--- config.mk ---
export PLATFORM = sky130hd
export DESIGN_NAME = slurm16_memory_arbiter
export DESIGN_NICKNAME = d
export VERILOG_FILES = /design/src/rtl/slurm16_memory_arbiter.sv
export SDC_FILE = /design/constraint.sdc
export NUM_CORES = 1
export LEC_CHECK = 0
export ABC_AREA = 0
export BUFFER_PORTS_ARGS = -buffer_cell sky130_fd_sc_hd__buf_4
export CAP_MARGIN = 15
export CORE_ASPECT_RATIO = 0.5
export CORE_MARGIN = 4
export CORE_UTILIZATION = 39
export DETAILED_ROUTE_END_ITERATION = 16
export GPL_ROUTABILITY_DRIVEN = 0
export PLACE_DENSITY = 0.87
export SKIP_LAST_GASP = 1
export SYNTH_ARGS = -nofsm -noshare
export SYNTH_HDL_FRONTEND = slang
export SYNTH_SLANG_ARGS = --single-unit
--- constraint.sdc ---
create_clock -name CLK -period 4.45 [get_ports CLK]
set_clock_uncertainty 0.2 [all_clocks]
set_input_delay 0.6675 -clock CLK [delete_from_list [all_inputs] [get_ports CLK]]
set_output_delay 0.6675 -clock CLK [all_outputs]
set_load 0.01 [all_outputs]
--- src/rtl/slurm16_memory_arbiter.sv ---
// Single-port 16-bit memory arbiter for fetch, load/store and DMA requesters.
// One grant per cycle; read data returns one cycle later tagged to its owner.
module slurm16_memory_arbiter #(
    parameter int ADDR_BITS     = 15,
    parameter int STARVE_LIMIT  = 4,
    parameter int DMA_BURST_MAX = 8
) (
    input  logic                 CLK,
    input  logic                 RSTb,

    input  logic                 instr_req,
    input  logic [ADDR_BITS-1:0] instr_addr,
    output logic                 instr_grant,
    output logic                 instr_valid,
    output logic [15:0]          instr_data,
    output logic [ADDR_BITS-1:0] instr_addr_out,

    input  logic                 data_req,
    input  logic                 data_wr,
    input  logic [ADDR_BITS-1:0] data_addr,
    input  logic [15:0]          data_wdata,
    input  logic [1:0]           data_mask,
    output logic                 data_success,
    output logic                 data_rvalid,
    output logic [15:0]          data_rdata,

    input  logic                 dma_req,
    input  logic                 dma_wr,
    input  logic [ADDR_BITS-1:0] dma_addr,
    input  logic [15:0]          dma_wdata,
    output logic                 dma_grant,
    output logic                 dma_rvalid,
    output logic [15:0]          dma_rdata,

    output logic [ADDR_BITS-1:0] mem_addr,
    output logic                 mem_rd,
    output logic [1:0]           mem_wr_mask,
    output logic [15:0]          mem_wdata,
    input  logic [15:0]          mem_rdata
);

    localparam int SW = $clog2(STARVE_LIMIT + 1);
    localparam int BW = $clog2(DMA_BURST_MAX + 1);
    localparam logic [SW-1:0] STARVE_MAX = SW'(STARVE_LIMIT);
    localparam logic [BW-1:0] BURST_MAX  = BW'(DMA_BURST_MAX);

    typedef enum logic [1:0] {
        OWN_NONE  = 2'd0,
        OWN_INSTR = 2'd1,
        OWN_DATA  = 2'd2,
        OWN_DMA   = 2'd3
    } owner_t;

    owner_t               owner_q, owner_d, win;
    logic [SW-1:0]        starve_cnt_q, starve_cnt_d;
    logic [BW-1:0]        burst_cnt_q, burst_cnt_d;
    logic [ADDR_BITS-1:0] instr_addr_out_q, instr_addr_out_d;
    logic                 dma_yield;

    assign dma_yield = (burst_cnt_q == BURST_MAX) && (instr_req || data_req);

    // Priority chain; reset suppresses every grant.
    always_comb begin
        win = OWN_NONE;
        if (!RSTb)                                        win = OWN_NONE;
        else if ((starve_cnt_q == STARVE_MAX) && instr_req) win = OWN_INSTR;
        else if (data_req)                                win = OWN_DATA;
        else if (dma_req && !dma_yield)                   win = OWN_DMA;
        else if (instr_req)                               win = OWN_INSTR;
        else if (dma_req)                                 win = OWN_DMA;
    end

    always_comb begin
        instr_grant  = (win == OWN_INSTR);
        data_success = (win == OWN_DATA);
        dma_grant    = (win == OWN_DMA);
        mem_addr     = instr_addr;
        mem_rd       = 1'b0;
        mem_wr_mask  = 2'b00;
        mem_wdata    = data_wdata;
        owner_d      = OWN_NONE;
        case (win)
            OWN_INSTR: begin
                mem_rd  = 1'b1;
                owner_d = OWN_INSTR;
            end
            OWN_DATA: begin
                mem_addr = data_addr;
                if (data_wr) begin
                    mem_wr_mask = data_mask;
                end else begin
                    mem_rd  = 1'b1;
                    owner_d = OWN_DATA;
                end
            end
            OWN_DMA: begin
                mem_addr  = dma_addr;
                mem_wdata = dma_wdata;
                if (dma_wr) begin
                    mem_wr_mask = 2'b11;
                end else begin
                    mem_rd  = 1'b1;
                    owner_d = OWN_DMA;
                end
            end
            default: ;
        endcase
    end

    always_comb begin
        starve_cnt_d = '0;
        if (instr_req && (win != OWN_INSTR))
            starve_cnt_d = (starve_cnt_q == STARVE_MAX) ? STARVE_MAX : starve_cnt_q + 1'b1;
        burst_cnt_d = '0;
        if (win == OWN_DMA)
            burst_cnt_d = (burst_cnt_q == BURST_MAX) ? BURST_MAX : burst_cnt_q + 1'b1;
        instr_addr_out_d = (win == OWN_INSTR) ? instr_addr : instr_addr_out_q;
    end

    always_ff @(posedge CLK) begin
        if (!RSTb) begin
            owner_q          <= OWN_NONE;
            starve_cnt_q     <= '0;
            burst_cnt_q      <= '0;
            instr_addr_out_q <= '0;
        end else begin
            owner_q          <= owner_d;
            starve_cnt_q     <= starve_cnt_d;
            burst_cnt_q      <= burst_cnt_d;
            instr_addr_out_q <= instr_addr_out_d;
        end
    end

    // Memory read data is shared; the owner tag decides who sees a valid.
    assign instr_valid    = RSTb && (owner_q == OWN_INSTR);
    assign data_rvalid    = RSTb && (owner_q == OWN_DATA);
    assign dma_rvalid     = RSTb && (owner_q == OWN_DMA);
    assign instr_data     = mem_rdata;
    assign data_rdata     = mem_rdata;
    assign dma_rdata      = mem_rdata;
    assign instr_addr_out = instr_addr_out_q;

endmodule

==> Flow_metrics.wiki <==
{| class="wikitable"
! Metric !! Value
|-
| Total Nets Final || 423
|-
| Post-synthesis sequential area ratio || 23.53%
|-
| Required time worst endpoint || 3580 ps
|-
| Sink count of the clock tree || 24
|-
| Half-perimeter wire length after placement || 5.315 mm
|-
| Number of failing setup endpoints in the final timing report || 0
|-
| Startpoint types || input pin
|-
| Cell Count Post-Placement || 382
|-
| Shortest period the worst path allows || 3381 ps
|-
| Unrepaired setup endpoints after global routing || no
|-
| Vias in the first global route || 1862
|-
| Initial core utilization || 40.84%
|-
| Area growth syn-to-layout || 38.17%
|-
| Slew at the pin closest to its max-slew limit || 865.1 ps
|-
| Number of placement rows || 18
|-
| Number of distinct library cells after synthesis || 34
|-
| Number of pins with negative max-slew slack in the final report || 0
|-
| Highest routing layer actually used || met4
|-
| Clock tree buffer depth || 2
|-
| Start point of the critical path || RSTb
|-
| Largest net degree at the start of global routing || 22
|-
| Number of synthesized register bits || 24
|-
| Synth Warn # || 0
|-
| Metal-1 WL || 2.080 mm
|-
| Hold slack final || 257.7 ps
|-
| Avg WL per Cell || 15.89 um
|-
| Top-level port count || 205
|-
| Number of CTS-inserted buffers || 3
|-
| Clk root buf || clkbuf_8
|-
| Core Area || 0.005000 mm^2
|-
| Synthesized cell area || 0.002042 mm^2
|-
| Sum of routed wire length over all layers || 6.134 mm
|-
| Sum of overflow across all layers after global routing || 0
|-
| Register cell area after layout || 480.5 um^2
|-
| Synthesized instance count || 227
|-
| Area of the multi-input gates || 0.001046 mm^2
|-
| Final total negative setup slack || 0 ps
|-
| Worst Path Arrival || 2510 ps
|-
| Vias after detailed routing || 1806
|-
| Total die area || 0.006528 mm^2
|-
| Number of hold buffers added after CTS || 0
|-
| Clock latency at the later pin of the worst-skew pair || 260 ps
|-
| Post-route ant nets || 0
|-
| Final worst setup slack || 1069 ps
|-
| Quantity of I/O buffers inserted on ports || 140
|-
| Global-route wire length before repair || 8.935 mm
|-
| CP endpoint kind || output port
|-
| Part of the cycle the worst path needs || 75.98%
|-
| Count of endpoints failing hold in the final timing report || 0
|-
| All-layer global routing usage || 17.53%
|-
| Max Fanout on Critical Path || 21
|-
| TritonCTS clock tree || yes
|-
| DRC marker count from the first detailed-route iteration || 77
|-
| Number of diodes || 0
|-
| Die Ht || 59.17 um
|-
| Max-capacitance violation count || 0
|-
| Total number of H-tree levels || 1
|-
| Mean instance size in the synthesized netlist || 8.995 um^2
|-
| Total DRC errors in the routed layout || 0
|-
| Relative slew slack || 42.32%
|-
| Total met3 wirelength after detailed routing || 662 um
|-
| Post-cts sizing count || 0
|-
| Path type of the worst min-delay path || flip-flop to flip-flop
|-
| Share of final-layout standard cells stronger than drive strength 1 || 53.16%
|-
| LEAKAGE || 1.591 nW
|-
| Number of nets produced by synthesis || 333
|-
| Total power per unit cell area || 207.0 mW/mm^2
|-
| Met2 wire length || 3.365 mm
|-
| Pre-Repair DR Iteration Count || 4
|-
| Start-to-end type of the worst setup path || input pin to output port
|-
| Worst reg2reg startpoint || burst_cnt_q[0]
|-
| Filler cell count || 439
|-
| Worst-path clk slew || 80 ps
|-
| Outcome || complete, no violations
|-
| Via density || 4.679
|-
| Worst-case vdd ir drop || 0.1082 mV
|-
| Antenna violations before repair || 0
|-
| Core utilization of the finished layout || 56.43%
|-
| Post-Place Worst Slack || 1069 ps
|-
| Final cell count without fillers || 386
|-
| Worst hold path startpoint || starve_cnt_q[0]
|-
| Die span in x || 110.3 um
|-
| Number of buffers inserted by post-CTS setup repair || 0
|-
| Highest clock rate || 295.8 MHz
|}
-- layer usage --
| metal | vias to the layer above | global-route usage [%] |
|---|---|---|
| met1 | 808 | 17.62 |
| li1 | 887 | - |
| met5 | - | 0 |
| met4 | 0 | 4.737 |
| met3 | 2 | 5.550 |
| met2 | 109 | 35.09 |
-- Yosys cell counts --
library cell  instances  area, um^2
nand4b_1              1       8.760
inv_1                20       75.07
nor3_1                6       30.03
mux2_2                7       78.83
a2bb2oi_1             2       17.52
o21bai_1              1       7.510
o21ba_2               1       10.01
nor2b_1               1       6.260
nand2b_1              1       6.260
mux2i_1              45       450.4
o21ai_0               1       5.000
o211ai_1              1       7.510
nor2_1                4       15.01
inv_2                 1       3.750
mux2_4                9       135.1
dfxtp_1              24       480.5
a21oi_1               3       15.01
o31ai_1               2       15.01
and4_1                1       8.760
buf_4                52       390.4
and4b_2               1       11.26
and2_1                2       12.51
buf_12                1       20.02
buf_6                 2       22.52
nand2_1              20       75.07
xor2_1                1       8.760
nand3b_1              2       15.01
nand3_1               5       25.02
clkbuf_1              1       3.750
and3_1                1       6.260
nor3b_1               1       7.510
ha_1                  4       50.05
buf_2                 2       10.01
o21a_1                1       7.510
-- report_power, final --
part	leakage, nW	internal (mW)	switching (mW)
Sequential	0.195	0.222	0.00462
Clock	0.0288	0.0789	0.0654
Combinational	1.37	0.127	0.0854
-- state kept, by name, indices dropped and copies added, names as in the netlist --
name            count
burst_cnt_q         4
instr_addr_out     15
owner_q             2
starve_cnt_q        3
-- metrics by stage --
step / power (mW) / area [um^2]
floorplan: 0.3698 / 2042
global placement: 0.4405 / 2766
detailed placement: 0.4470 / 2766
CTS: 0.5920 / 2821
global route: 0.6156 / 2821
finish: 0.5841 / 2821
-- cell families after synthesis --
kind of cell / count (synthesis) / synth area share [%]
and+or+nand+nor: 46 / 11.15
xor gates and xnor gates: 1 / 0.4290
muxes: 61 / 32.54
DFF: 24 / 23.53
AOI/OAI and AO/OA: 12 / 4.167
adders and majority gates: 4 / 2.451
buffers and inverters: 79 / 25.73
-- layout make-up --
cell class                      instances  share of cell area (%)
Timing Repair Buffer                  143                   38.05
Multi-Input combinational cell        124                   37.07
Inverter                               21                   2.794
Tap cell                               70                   3.104
Clock buffer                            4                   1.951
Sequential cell                        24                   17.03
-- critical path, cell delays in order --
cell and delay [ps]:
buf_4 210, nor2b_1 260, and4_1 810, mux2_2 420
buf_4 140
-- placed cells by master (no fill, tap or decap) --
| master | count |
|---|---|
| a21oi_1 | 3 |
| a2bb2oi_1 | 1 |
| a2bb2oi_2 | 1 |
| and2_1 | 2 |
| and3_1 | 1 |
| and4_1 | 1 |
| and4b_2 | 1 |
| buf_4 | 143 |
| clkbuf_8 | 4 |
| dfxtp_1 | 24 |
| ha_1 | 4 |
| inv_1 | 20 |
| inv_2 | 1 |
| mux2_2 | 7 |
| mux2_4 | 9 |
| mux2i_1 | 45 |
| nand2_1 | 20 |
| nand2b_1 | 1 |
| nand3_1 | 5 |
| nand3b_1 | 2 |
| nand4b_1 | 1 |
| nor2_1 | 4 |
| nor2b_1 | 1 |
| nor3_1 | 6 |
| nor3b_1 | 1 |
| o211ai_1 | 1 |
| o21a_1 | 1 |
| o21ai_0 | 1 |
| o21ba_2 | 1 |
| o21bai_2 | 1 |
| o31ai_1 | 2 |
| xor2_1 | 1 |
-- path summary, 6_finish.rpt --
kind | endpoint | slack [ps] | depth (start not counted)
setup / recovery | mem_wdata[4] | 1070 | 5
hold / removal | starve_cnt_q[0] | 260 | 1
setup reg to reg | instr_addr_out[1] | 2170 | 6
hold reg to reg | starve_cnt_q[0] | 260 | 1
No activity file was read; power rests on OpenSTA's default activity.
